==> config.mk <==
export PLATFORM = sky130hd
export DESIGN_NAME = snn_neuron_fire_flat
export DESIGN_NICKNAME = d
export VERILOG_FILES = /design/src/rtl/snn_neuron_fire_if.sv /design/src/rtl/snn_neuron_fire.sv /design/src/flat_wrapper.sv
export SDC_FILE = /design/constraint.sdc
export NUM_CORES = 1
export LEC_CHECK = 0
export CORE_MARGIN = 8
export CORE_UTILIZATION = 40
export CTS_BUF_LIST = sky130_fd_sc_hd__clkbuf_16
export DETAILED_ROUTE_END_ITERATION = 6
export DONT_BUFFER_PORTS = 1
export PLACE_DENSITY_LB_ADDON = 0.08
export SLEW_MARGIN = 40
export SYNTH_ARGS = -nofsm -noshare
export SYNTH_HDL_FRONTEND = slang
export SYNTH_SLANG_ARGS = --single-unit
==> constraint.sdc <==
create_clock -name i_clk -period 6.8 [get_ports i_clk]
set_clock_uncertainty 0.1 [all_clocks]
set_input_delay 0.68 -clock i_clk [delete_from_list [all_inputs] [get_ports i_clk]]
set_output_delay 0.68 -clock i_clk [all_outputs]
set_load 0.05 [all_outputs]
==> src/rtl/snn_neuron_fire_if.sv <==
// Handshake bundle between the weighted-sum adder and the neuron firing stage.
// The master side drives sums in; the slave side (neuron) returns the result strobe.
interface snn_neuron_fire_if #(
   parameter int p_width = 16
);
   logic                 i_valid;
   logic [p_width+3:0]   i_sum;
   logic                 i_learn;
   logic                 o_ready;
   logic                 o_valid;
   logic                 o_spike;
   logic [p_width+3:0]   o_potential;
   logic [p_width+3:0]   o_threshold;

   modport master (
      output i_valid, i_sum, i_learn,
      input  o_ready, o_valid, o_spike, o_potential, o_threshold
   );

   modport slave (
      input  i_valid, i_sum, i_learn,
      output o_ready, o_valid, o_spike, o_potential, o_threshold
   );
endinterface

==> src/rtl/snn_neuron_fire.sv <==
// Neuron firing stage: registers a dot-product sum, compares it to an adaptive threshold,
// optionally adapts the threshold and enters refractory. SPIKE_COUNT_EN adds a spike counter.
module snn_neuron_fire #(
   parameter int p_width     = 16,
   parameter int p_thr_init  = 1000,
   parameter int p_thr_min   = 8,
   parameter int p_eta_shift = 3,
   parameter int p_refr      = 4
) (
   input  logic                  i_clk,
   input  logic                  i_rst_n,
   input  logic                  i_decay,
`ifdef SPIKE_COUNT_EN
   input  logic                  i_cnt_clr,
   output logic [15:0]           o_spike_cnt,
`endif
   snn_neuron_fire_if.slave      bus
);
   localparam int W         = p_width + 4;
   localparam int CW        = (p_refr > 1) ? $clog2(p_refr) : 1;
   localparam int REFR_LOAD = (p_refr > 0) ? p_refr - 1 : 0;

   typedef enum logic [1:0] {
      ST_IDLE,
      ST_COMPARE,
      ST_ADAPT,
      ST_REFRACT
   } state_t;

   state_t         state_q, state_d;
   logic [W-1:0]   potential_q, potential_d;
   logic [W-1:0]   threshold_q, threshold_d;
   logic           learn_q, learn_d;
   logic           valid_q, valid_d;
   logic           spike_q, spike_d;
   logic           decay_pend_q, decay_pend_d;
   logic [CW-1:0]  refr_cnt_q, refr_cnt_d;
   logic           fire;

   // Step is at least 1 so small thresholds still move; result never drops below the floor.
   function automatic logic [W-1:0] decay_apply(input logic [W-1:0] thr);
      logic [W-1:0] step;
      logic [W-1:0] res;
      if (thr <= W'(p_thr_min)) begin
         res = thr;
      end else begin
         step = thr >> p_eta_shift;
         if (step == '0) begin
            step = W'(1);
         end
         res = thr - step;
         if (res < W'(p_thr_min)) begin
            res = W'(p_thr_min);
         end
      end
      return res;
   endfunction

   assign fire = (potential_q >= threshold_q);

   always_comb begin
      state_d      = state_q;
      potential_d  = potential_q;
      threshold_d  = threshold_q;
      learn_d      = learn_q;
      valid_d      = 1'b0;
      spike_d      = 1'b0;
      decay_pend_d = decay_pend_q;
      refr_cnt_d   = refr_cnt_q;

      unique case (state_q)
         ST_IDLE: begin
            if (bus.i_valid) begin
               potential_d = bus.i_sum;
               learn_d     = bus.i_learn;
               state_d     = ST_COMPARE;
            end
            if (decay_pend_q || i_decay) begin
               threshold_d = decay_apply(threshold_q);
            end
            decay_pend_d = 1'b0;
         end
         ST_COMPARE: begin
            valid_d = 1'b1;
            spike_d = fire;
            state_d = (fire && learn_q) ? ST_ADAPT : ST_IDLE;
            if (i_decay) begin
               threshold_d = decay_apply(threshold_q);
            end
         end
         ST_ADAPT: begin
            // A decay here would race the adaptation, so it is deferred to the next IDLE edge.
            threshold_d = threshold_q + ((potential_q - threshold_q) >> p_eta_shift);
            if (i_decay) begin
               decay_pend_d = 1'b1;
            end
            refr_cnt_d = CW'(REFR_LOAD);
            state_d    = (p_refr > 0) ? ST_REFRACT : ST_IDLE;
         end
         ST_REFRACT: begin
            if (i_decay) begin
               threshold_d = decay_apply(threshold_q);
            end
            if (refr_cnt_q == '0) begin
               state_d = ST_IDLE;
            end else begin
               refr_cnt_d = refr_cnt_q - CW'(1);
            end
         end
         default: state_d = ST_IDLE;
      endcase
   end

   always_ff @(posedge i_clk or negedge i_rst_n) begin
      if (!i_rst_n) begin
         state_q      <= ST_IDLE;
         potential_q  <= '0;
         threshold_q  <= W'(p_thr_init);
         learn_q      <= 1'b0;
         valid_q      <= 1'b0;
         spike_q      <= 1'b0;
         decay_pend_q <= 1'b0;
         refr_cnt_q   <= '0;
      end else begin
         state_q      <= state_d;
         potential_q  <= potential_d;
         threshold_q  <= threshold_d;
         learn_q      <= learn_d;
         valid_q      <= valid_d;
         spike_q      <= spike_d;
         decay_pend_q <= decay_pend_d;
         refr_cnt_q   <= refr_cnt_d;
      end
   end

   assign bus.o_ready     = (state_q == ST_IDLE);
   assign bus.o_valid     = valid_q;
   assign bus.o_spike     = spike_q;
   assign bus.o_potential = potential_q;
   assign bus.o_threshold = threshold_q;

`ifdef SPIKE_COUNT_EN
   logic [15:0] spike_cnt_q, spike_cnt_d;

   always_comb begin
      spike_cnt_d = spike_cnt_q;
      if (i_cnt_clr) begin
         spike_cnt_d = '0;
      end else if (spike_q && (spike_cnt_q != '1)) begin
         spike_cnt_d = spike_cnt_q + 16'd1;
      end
   end

   always_ff @(posedge i_clk or negedge i_rst_n) begin
      if (!i_rst_n) begin
         spike_cnt_q <= '0;
      end else begin
         spike_cnt_q <= spike_cnt_d;
      end
   end

   assign o_spike_cnt = spike_cnt_q;
`endif
endmodule

==> src/flat_wrapper.sv <==
// flat-port wrapper written by rule: the top's interface ports become plain ports
module snn_neuron_fire_flat 
#(
   parameter int p_width     = 16,
   parameter int p_thr_init  = 1000,
   parameter int p_thr_min   = 8,
   parameter int p_eta_shift = 3,
   parameter int p_refr      = 4
)
  (i_clk, i_rst_n, i_decay, bus_i_valid, bus_i_sum, bus_i_learn, bus_o_ready, bus_o_valid, bus_o_spike, bus_o_potential, bus_o_threshold);
  snn_neuron_fire_if #(.p_width(p_width)) bus_i ();
  input  logic i_clk;
  input  logic i_rst_n;
  input  logic i_decay;
  input wire logic [$bits(bus_i.i_valid)-1:0] bus_i_valid;
  input wire logic [$bits(bus_i.i_sum)-1:0] bus_i_sum;
  input wire logic [$bits(bus_i.i_learn)-1:0] bus_i_learn;
  output wire logic [$bits(bus_i.o_ready)-1:0] bus_o_ready;
  output wire logic [$bits(bus_i.o_valid)-1:0] bus_o_valid;
  output wire logic [$bits(bus_i.o_spike)-1:0] bus_o_spike;
  output wire logic [$bits(bus_i.o_potential)-1:0] bus_o_potential;
  output wire logic [$bits(bus_i.o_threshold)-1:0] bus_o_threshold;
  assign bus_i.i_valid = bus_i_valid;
  assign bus_i.i_sum = bus_i_sum;
  assign bus_i.i_learn = bus_i_learn;
  assign bus_o_ready = bus_i.o_ready;
  assign bus_o_valid = bus_i.o_valid;
  assign bus_o_spike = bus_i.o_spike;
  assign bus_o_potential = bus_i.o_potential;
  assign bus_o_threshold = bus_i.o_threshold;
  snn_neuron_fire #(.p_width(p_width), .p_thr_init(p_thr_init), .p_thr_min(p_thr_min), .p_eta_shift(p_eta_shift), .p_refr(p_refr)) u_core (.i_clk(i_clk), .i_rst_n(i_rst_n), .i_decay(i_decay), .bus(bus_i));
endmodule
* Word-level counts from Yosys, hierarchy flattened
Cells that the tools add are included.
Word-level totals: bits in registers 48, input bits 25, output and inout port bits 43
Operators by class: add/subtract/negate cells 6, order comparisons 5, equality and inequality tests 13, muxes and demuxes 27, reduce and logical (&&, ||, !) cells 12
Operators with widths (count):
- 20-bit two-way mux | 15
- 20-bit one-hot mux with 4 select lines | 1
- 20-bit subtractor | 4
- 20-bit by 4-bit less-than comparator with 1-bit output, second input constant | 3
- 20-bit by 17-bit adder with 20-bit output | 1
- 20-bit greater-or-equal comparator | 1
- 20-bit by 4-bit <= comparator with 1-bit output, second input constant | 1
- 20-bit zero test | 1
- 17-bit two-way mux | 1
- 2-bit != test, second input constant | 8
- 2-bit two-way mux | 4
- 2-bit one-hot mux with 4 select lines | 1
- 2-bit AND reduction | 4
- 6-bit AND reduction | 1
- 2-bit equality test, second input constant | 2
- 2-bit zero test | 2
- 2-bit by 1-bit != test with 1-bit output, second input constant | 2
- 2-bit one-hot mux with 2 select lines | 1
- 2-bit nonzero test | 2
- 1-bit two-way mux | 3
- 2-bit by 1-bit equality test with 1-bit output, second input constant | 1
- 1-bit one-hot mux with 2 select lines | 1
- 2-bit by 1-bit subtractor with 2-bit output, second input constant | 1
- 1-bit logical AND | 1
- 1-bit logical OR | 1

* Longest topological paths before layout
Gate-level depths: netlist of the first run.
depth after elaboration 11, depth in mapped cells 21, mapped depth without buffers 21

* Worst setup path before layout of the first run
No wires, ideal clock.
path kind flip-flop to flip-flop, from register u_core.threshold_q[1], in the netlist u_core.bus.o_threshold[1], to register u_core.threshold_q[16], in the netlist u_core.bus.o_threshold[16], arrival 4.449 ns, required time 6.569 ns, path slack 2.119 ns, stages on the path, launching flop included 21, path buffers 0, clock period less this slack 4.681 ns, path through dfrtp_1 inv_1 ha_1 nor2b_1 o21a_1 o21a_1 o41a_1 and2_1 nor2_1 o21bai_1 a21oi_1 xnor2_1 ha_1 o21a_1 o2111ai_1 o21ai_1 and3_1 o31a_1 or3_1 nand2_1 o21ai_1
Between the ends: cells in the longest elaborated chain, start to end 6, elaborated cells on any way between the ends 23, classes of those cells add/sub: 5; order compare: 4; eq/ne: 3; mux: 10; reduce/logical: 1
Ends and longest elaborated chain:
- from (decl) | RTL line snn_neuron_fire.sv:32 | logic [W-1:0] threshold_q, threshold_d;
- from (signal assigned) | RTL line snn_neuron_fire.sv:118 | threshold_q <= W'(p_thr_init);
- from (signal assigned) | RTL line snn_neuron_fire.sv:127 | threshold_q <= threshold_d;
- 20-bit subtractor | RTL line snn_neuron_fire.sv:51 | res = thr - step;
- 20-bit by 4-bit less-than comparator with 1-bit output | RTL line snn_neuron_fire.sv:52 | if (res < W'(p_thr_min)) begin
- 20-bit two-way mux | RTL line snn_neuron_fire.sv:52
- 20-bit two-way mux | RTL line snn_neuron_fire.sv:44 | if (thr <= W'(p_thr_min)) begin
- 20-bit two-way mux (on tied branches) | RTL line snn_neuron_fire.sv:101, snn_neuron_fire.sv:78, snn_neuron_fire.sv:87
- 20-bit one-hot mux with 4 select lines | RTL line snn_neuron_fire.sv:71 | unique case (state_q)
Several ways; a longest one is shown, not always the timed one. The select of a mux whose other input is x is not followed. A chain may end at the register's enable or synchronous reset.

* Final worst setup path of the first run
Same ends and word-level chain as after synthesis.

==> results_tabular.tex, run 1 <==
\begin{tabular}{lr}
\hline
Metric & Value \\
\hline
\multicolumn{2}{l}{\textbf{Status}} \\
\quad Run status & finished, final reports clean \\
\multicolumn{2}{l}{\textbf{Die}} \\
\quad Die X & 124 um \\
\quad Standard-cell row count & 39 \\
\quad Initial core utilization & 0.410 \\
\quad Die area & between 15000 and 20000 um2 \\
\quad Y dimension of the die & 124 um \\
\quad Area inside the core boundary & about 11000 um2 \\
\quad IO Pins & between 60 and 70 \\
\multicolumn{2}{l}{\textbf{Clock network}} \\
\quad Resized Gates After CTS & 0 \\
\quad Skew-Pair Late Insertion Delay & 0.30 ns \\
\quad Number of buffers created by CTS & 5 \\
\quad Root Driver & clkbuf\_16 \\
\quad Number of setup buffers added after CTS & 0 \\
\quad Count of clock tree sinks & 48 \\
\quad Htree depth & 2 \\
\quad Worst-case clock buffer depth & 2 \\
\quad Clock tree from TritonCTS & built \\
\quad Clock slew at the register clock pins of the worst setup and hold paths & roughly 0.070 ns \\
\multicolumn{2}{l}{\textbf{Critical path}} \\
\quad Maximum fanout along the worst path & 6 \\
\quad Worst path most repeated cell & o21a\_1 \\
\quad Largest delay contributor family on the critical path & compound AO/OA/AOI/OAI gates \\
\quad Critical path endpoint & u\_core.bus.o\_threshold[16]\$\_DFFE\_PN0P\_ \\
\quad Critical path cell sequence & inv\_1 > ha\_1 > nor2b\_1 > o21a\_1 > o21a\_1 > o41a\_1 > and2\_1 > nor2\_1 > o21bai\_1 > a21oi\_1 > xnor2\_1 > ha\_1 > o21a\_1 > o2111ai\_1 > o21ai\_1 > and3\_1 > o31a\_1 > or3\_1 > nand2\_1 > o21ai\_1 \\
\quad Reg-to-reg critical path endpoint & u\_core.bus.o\_threshold[16]\$\_DFFE\_PN0P\_ \\
\quad Launch point of the worst path & u\_core.bus.o\_threshold[1]\$\_DFFE\_PN0P\_ \\
\quad Kind of capture point of the worst setup path & flop \\
\quad Reg2reg setup slack & 1.68 ns \\
\quad Launching point of the worst reg2reg path & u\_core.bus.o\_threshold[1]\$\_DFFE\_PN0P\_ \\
\quad Required time at the endpoint of the critical path & $\sim$7 ns \\
\quad CP bufs+invs & 1 \\
\quad Class of the most critical setup path & flop to flop \\
\quad Worst reg2reg path depth & 20 \\
\quad Cell at the slowest stage of the critical path & dfrtp\_1 \\
\quad WP data arrival & just over 5 ns \\
\quad CP peak stage delay & 0.79 ns \\
\quad Count of cell instances traversed by the critical path & 20 \\
\quad Startpoint types & flop \\
\multicolumn{2}{l}{\textbf{Detailed routing}} \\
\quad Number of DRC violations after detailed routing & 0 \\
\quad Routed wire length per instance & 18.6 um \\
\quad Number of iterations in the first detailed-routing pass & 4 \\
\quad First DRT Iteration DRCs & around 180 \\
\quad Total Wirelength & 12.9 mm \\
\quad Total via count in the routed design & around 4000 \\
\quad Via-per-instance ratio & 5.75 \\
\quad Count of nets left with antenna violations after detail routing & 0 \\
\multicolumn{2}{l}{\textbf{STA}} \\
\quad Final slew viol count & 0 \\
\quad Setup repair after global routing missed its margin & no \\
\quad Fin crit period & 5.12 ns \\
\quad Final setup violation count & 0 \\
\quad Max-slew headroom & 0.472 \\
\quad Minimum hold slack & 0.116 ns \\
\quad Final cycle utilization of the critical path & 0.754 \\
\quad TNS Setup & 0 ns \\
\quad Final Hold Fails & 0 \\
\quad Worst-margin pin slew & 0.792 ns \\
\quad Max Clock Freq & 0.195 GHz \\
\multicolumn{2}{l}{\textbf{Synthesis}} \\
\quad Yosys warning count & 0 \\
\quad Syn Std Cell Area & 4710 um2 \\
\quad Area fraction of the dominant cell type after synthesis & 0.223 \\
\quad Number of distinct standard cells referenced by the synthesized netlist & 60 \\
\quad Primary flip-flop cell chosen by synthesis mapping & dfrtp\_1 \\
\quad Synth Area per Inst & 8.49 um2 \\
\quad Cell type contributing the most total cell area after synthesis & dfrtp\_1 \\
\quad Synth async-reset ratio & 1.00 \\
\quad Number of flops mapped to enable cells by yosys & 0 \\
\quad Leading post-synthesis cells by cell area & dfrtp\_1, ha\_1, mux2\_2, a21oi\_1, nor2\_1 \\
\quad Syn\_nets & 636 \\
\quad Gate count of the mapped netlist & 554 \\
\quad Number of flip-flops and latches in the synthesized netlist & 48 \\
\quad Sequential fraction of the synthesis area & 0.257 \\
\multicolumn{2}{l}{\textbf{Global route}} \\
\quad Routing usage on met2 & 0.266 \\
\quad Met3 layer usage reported by global route & 0.0532 \\
\quad Fraction of met1 tracks used by global routing & 0.203 \\
\quad Busiest layer in global routing & met2 \\
\quad Initial antenna violation count & 0 \\
\quad Global-route congestion overflow total & 0 \\
\quad Wire length of the first global-routing pass & 20.7 mm \\
\quad Overall routing resource usage & 0.163 \\
\quad Number of global-route vias before repair & 3877 \\
\quad Pin count of the biggest net entering global routing & 43 \\
\multicolumn{2}{l}{\textbf{Finish}} \\
\quad Reg area & 1210 um2 \\
\quad P\&R area growth vs syn & 8.14\% \\
\quad Commonest non-fill, non-tap cell in the layout & ha\_1 \\
\quad Number of inserted filler cells in the final layout & $\sim$1100 \\
\quad Multi-input gate area in the final layout & about 3300 um2 \\
\quad Highest-count cells in the layout ignoring fill and taps & ha\_1, nor2\_1, inv\_1, dfrtp\_1, nand2\_1 \\
\quad Layout cells sized above 1 & 0.102 \\
\quad Number of nets in the final layout & around 630 \\
\quad Diode count & 0 \\
\quad Final Non-Filler Cells & 694 \\
\multicolumn{2}{l}{\textbf{Job}} \\
\quad Max-Cap Viols & 0 \\
\multicolumn{2}{l}{\textbf{Placement}} \\
\quad Placer congestion estimate & 0.850 \\
\quad Number of port buffers & 0 \\
\quad HPWL Detailed & about 10 mm \\
\quad Placed cell count & 685 \\
\multicolumn{2}{l}{\textbf{Min path}} \\
\quad Class of the most critical hold timing path & input pin to asynchronous set/reset pin \\
\hline
\end{tabular}
-- registers in the layout, indices dropped and copies added, names as in the netlist, named ones only --
register                count
u_core.bus.o_potential     20
u_core.bus.o_spike          1
u_core.bus.o_threshold     20
u_core.bus.o_valid          1
u_core.decay_pend_q         1
u_core.learn_q              1
u_core.refr_cnt_q           2
u_core.state_q              1
-- layer usage --
metal,share of wire,vias to the layer above
met5,0,-
met4,0.013,0
met3,0.071,14
met2,0.46,86
met1,0.45,1893
li1,-,1996
-- area by class of cell --
class                           instances  share of cell area
Timing Repair Buffer                    3             0.00836
Tap cell                              143              0.0352
Clock buffer                            5              0.0246
Inverter                               48              0.0354
Sequential cell                        48               0.238
Clock inverter                          3              0.0177
Multi-Input combinational cell        444               0.641
-- worst min-delay path by stage --
stage               startpoint                                     to  slack, ns  depth (start not counted)
floorplan              i_rst_n             asynchronous set/reset pin       0.28                          0
global placement       i_rst_n  u_core.bus.o_threshold[2]$_DFFE_PN0P_       0.29                          0
detailed placement     i_rst_n  u_core.bus.o_threshold[2]$_DFFE_PN0P_       0.29                          0
CTS                    i_rst_n  u_core.bus.o_threshold[3]$_DFFE_PN1P_       0.12                          0
global route           i_rst_n  u_core.bus.o_threshold[3]$_DFFE_PN1P_       0.10                          0
finish                 i_rst_n  u_core.bus.o_threshold[3]$_DFFE_PN1P_       0.12                          0
-- kinds of logic after synthesis --
| kind of cell | count (synthesis) | share of synthesized area |
|---|---|---|
| buffers and inverters | 62 | 0.0511 |
| adder cells (fa/ha/maj) | 57 | 0.155 |
| XOR/XNOR | 42 | 0.0782 |
| multiplexers | 21 | 0.0503 |
| AND/OR/NAND/NOR | 164 | 0.169 |
| flip-flops | 48 | 0.257 |
| AO/OA/AOI/OAI | 160 | 0.240 |
-- stage by stage --
stage | area, um2 | worst slack (ns) | util
detailed placement | 4840 | 1.67 | 0.422
global route | 5090 | 1.22 | 0.444
floorplan | 4710 | 2.12 | -
finish | 5090 | 1.68 | 0.444
CTS | 5090 | 1.62 | 0.444
global placement | 4840 | 1.77 | 0.422
-- worst register-to-register path: cells and delay by family, from the launching register on --
kind	cells	cell delay [ns]
xor+xnor	1	0.14
simple gates	6	1.07
fa+ha+maj	2	0.65
compound gates	10	2.08
buf+inv	1	0.18
flops	1	0.79
-- Yosys cell counts, types with 8 or more instances --
cell type  count
a21o_1        17
nor3_1        15
a21oi_1       37
o21ai_0       21
a31oi_1       10
mux2_2        21
xor2_1        21
ha_1          55
xnor2_1       21
o21a_1        12
nor2_1        49
nor4_1         8
dfrtp_1       42
clkbuf_1      11
nand3_1       14
inv_1         48
o21ai_1        8
nand2_1       39
nor2b_1       10
-- repair_timing --
action                                 in CTS  in global routing
hold buffers                                1                  0
setup endpoints to repair                   0                  0
endpoints found under the hold margin      42                  0
Power of run 1 is left out: the tool's default activity adds up to more than one toggle a clock period on the data nets, which glitch-free logic cannot reach.
==> run 2, diff against run 1 <==
clock period = 5.3 ns   (was 6.8 ns; I/O delays follow)
==> results_tabular.tex, run 2 (synthesis results as in run 1) <==
\begin{tabular}{lr}
\hline
Metric & Value \\
\hline
\multicolumn{2}{l}{\textbf{Global route}} \\
\quad Wire length of the first global-routing pass & roughly 21 mm \\
\quad Overall routing resource usage & 0.164 \\
\quad Number of global-route vias before repair & 3943 \\
\quad Pin count of the biggest net entering global routing & 49 \\
\quad Global-route congestion overflow total & 0 \\
\quad Initial antenna violation count & 0 \\
\multicolumn{2}{l}{\textbf{STA}} \\
\quad Fin crit period & 4.80 ns \\
\quad Final cycle utilization of the critical path & 0.906 \\
\quad Slack of the critical path & approximately 0.5 ns \\
\quad TNS Setup & 0 ns \\
\quad Max Clock Freq & 0.208 GHz \\
\quad Max-slew headroom & 0.559 \\
\quad Final Hold Fails & 0 \\
\quad Final setup violation count & 0 \\
\quad Setup repair after global routing missed its margin & no \\
\quad Worst-margin pin slew & between 0.6 and 0.7 ns \\
\quad Final slew viol count & 0 \\
\multicolumn{2}{l}{\textbf{Die}} \\
\quad Die area & roughly 15000 um2 \\
\quad Y dimension of the die & about 120 um \\
\quad Area inside the core boundary & 11500 um2 \\
\quad Standard-cell row count & 39 \\
\quad IO Pins & $\sim$70 \\
\quad Die X & 124 um \\
\quad Initial core utilization & 0.410 \\
\multicolumn{2}{l}{\textbf{Critical path}} \\
\quad WP data arrival & 4.90 ns \\
\quad Maximum fanout along the worst path & 5 \\
\quad Largest delay contributor family on the critical path & compound AO/OA/AOI/OAI gates \\
\quad Critical path cell sequence & ha\_1 > nor2b\_1 > o21a\_1 > o21a\_1 > o41a\_1 > and2\_1 > nor2\_1 > o21bai\_1 > a21oi\_1 > xnor2\_1 > ha\_1 > o21a\_1 > o2111ai\_1 > o311ai\_0 > o211ai\_1 > o21a\_1 > a221oi\_1 \\
\quad Worst path most repeated cell & o21a\_1 \\
\quad CP bufs+invs & 0 \\
\quad Startpoint types & flop \\
\quad Class of the most critical setup path & flop to flop \\
\quad Kind of capture point of the worst setup path & flop \\
\quad Cell at the slowest stage of the critical path & dfrtp\_1 \\
\quad Required time at the endpoint of the critical path & 5.40 ns \\
\quad CP peak stage delay & 0.66 ns \\
\multicolumn{2}{l}{\textbf{Clock network}} \\
\quad Htree depth & 2 \\
\quad Skew-Pair Late Insertion Delay & 0.29 ns \\
\quad Clock tree from TritonCTS & built \\
\quad Number of buffers created by CTS & 5 \\
\quad Number of setup buffers added after CTS & 0 \\
\quad Clock slew at the register clock pins of the worst setup and hold paths & 0.07 ns \\
\quad Count of clock tree sinks & 48 \\
\quad Worst-case clock buffer depth & 2 \\
\quad Root Driver & clkbuf\_16 \\
\multicolumn{2}{l}{\textbf{Detailed routing}} \\
\quad Number of DRC violations after detailed routing & 0 \\
\quad Count of nets left with antenna violations after detail routing & 0 \\
\quad Total via count in the routed design & around 4100 \\
\quad Via-per-instance ratio & 5.80 \\
\quad Routed wire length per instance & 18.5 um \\
\quad First DRT Iteration DRCs & $\sim$200 \\
\quad Total Wirelength & 13.1 mm \\
\quad Number of iterations in the first detailed-routing pass & 5 \\
\multicolumn{2}{l}{\textbf{Finish}} \\
\quad P\&R area growth vs syn & 9.84\% \\
\quad Layout cells sized above 1 & 0.125 \\
\quad Diode count & 0 \\
\quad Utilization of the core after routing & 0.451 \\
\quad Number of nets in the final layout & 648 \\
\quad Highest-count cells in the layout ignoring fill and taps & ha\_1, nor2\_1, inv\_1, dfrtp\_1, nand2\_1 \\
\quad Commonest non-fill, non-tap cell in the layout & ha\_1 \\
\quad Post-route design area & 5170 um2 \\
\multicolumn{2}{l}{\textbf{Status}} \\
\quad Run status & finished, final reports clean \\
\multicolumn{2}{l}{\textbf{Placement}} \\
\quad HPWL Detailed & 10.6 mm \\
\quad Number of port buffers & 0 \\
\quad Post-DP Area & 4960 um2 \\
\quad Placer congestion estimate & 0.872 \\
\quad Placement-stage worst setup slack & 0.518 ns \\
\multicolumn{2}{l}{\textbf{Min path}} \\
\quad Class of the most critical hold timing path & input pin to flop \\
\multicolumn{2}{l}{\textbf{Job}} \\
\quad Max-Cap Viols & 0 \\
\hline
\end{tabular}
run 2: area by class of cell:
| cell class | count | area, um2 |
|---|---|---|
| Clock buffer | 5 | 125 |
| Clock inverter | 3 | 47.5 |
| Fill cell | 1141 | 6300 |
| Inverter | 48 | 180 |
| Multi-Input combinational cell | 444 | 3260 |
| Sequential cell | 48 | 1210 |
| Tap cell | 143 | 179 |
| Timing Repair Buffer | 19 | 165 |
run 2: path summary, 6_finish.rpt:
check / end / slack, ns / cells past startpoint / startpoint
min reg2reg: flop / 0.38 / 1 / u_core.learn_q$_DFFE_PN0P_
min in group asynchronous: u_core.bus.o_threshold[10]$_DFFE_PN0P_ / 0.66 / 2 / i_rst_n
max: u_core.bus.o_threshold[19]$_DFFE_PN0P_ / 0.50 / 17 / u_core.bus.o_potential[1]$_DFFE_PN0P_
max in group asynchronous: u_core.bus.o_threshold[6]$_DFFE_PN1P_ / 4.17 / 2 / i_rst_n
min: u_core.state_q[0]$_DFFE_PN0P_ / 0.26 / 1 / bus_i_valid
max reg2reg: u_core.bus.o_threshold[19]$_DFFE_PN0P_ / 0.50 / 17 / u_core.bus.o_potential[1]$_DFFE_PN0P_
run 2: metrics by stage:
step	std cells	hold WS, ns
final	710	0.259
after CTS	710	0.249
after detailed placement	700	0.137
after global routing	710	0.250
after global placement	700	0.137
after floorplan	554	0.134
run 2: worst reg2reg max path, cell delays in order (launching register included):
cell and delay (ns):
dfrtp_1 0.66, ha_1 0.34, nor2b_1 0.13, o21a_1 0.17, o21a_1 0.20, o41a_1 0.39, and2_1 0.20, nor2_1 0.16
o21bai_1 0.12, a21oi_1 0.19, xnor2_1 0.09, ha_1 0.34, o21a_1 0.15, o2111ai_1 0.21, o311ai_0 0.48, o211ai_1 0.28
o21a_1 0.26, a221oi_1 0.23
run 2: timing repair:
item / 4_1_cts / 5_1_grt
hold buffers: 2 / 0
resized for setup: 0 / 0
endpoints found under the hold margin: 48 / 0
run 2: metal layers:
layer / share of wire / GRT usage
met3: 0.055 / 0.0391
met4: 0.0080 / 0.0305
met2: 0.48 / 0.273
met1: 0.46 / 0.212
met5: 0 / 0
Power of run 2 is left out for the same reason.
==> run 3, diff against run 2 <==
ABC_CLOCK_PERIOD_IN_PS = 5300   (was default)
==> results of run 3 <==
Same layout as run 2: the final DEF is identical, and so are final timing and power.
Power of run 3 is left out for the same reason.
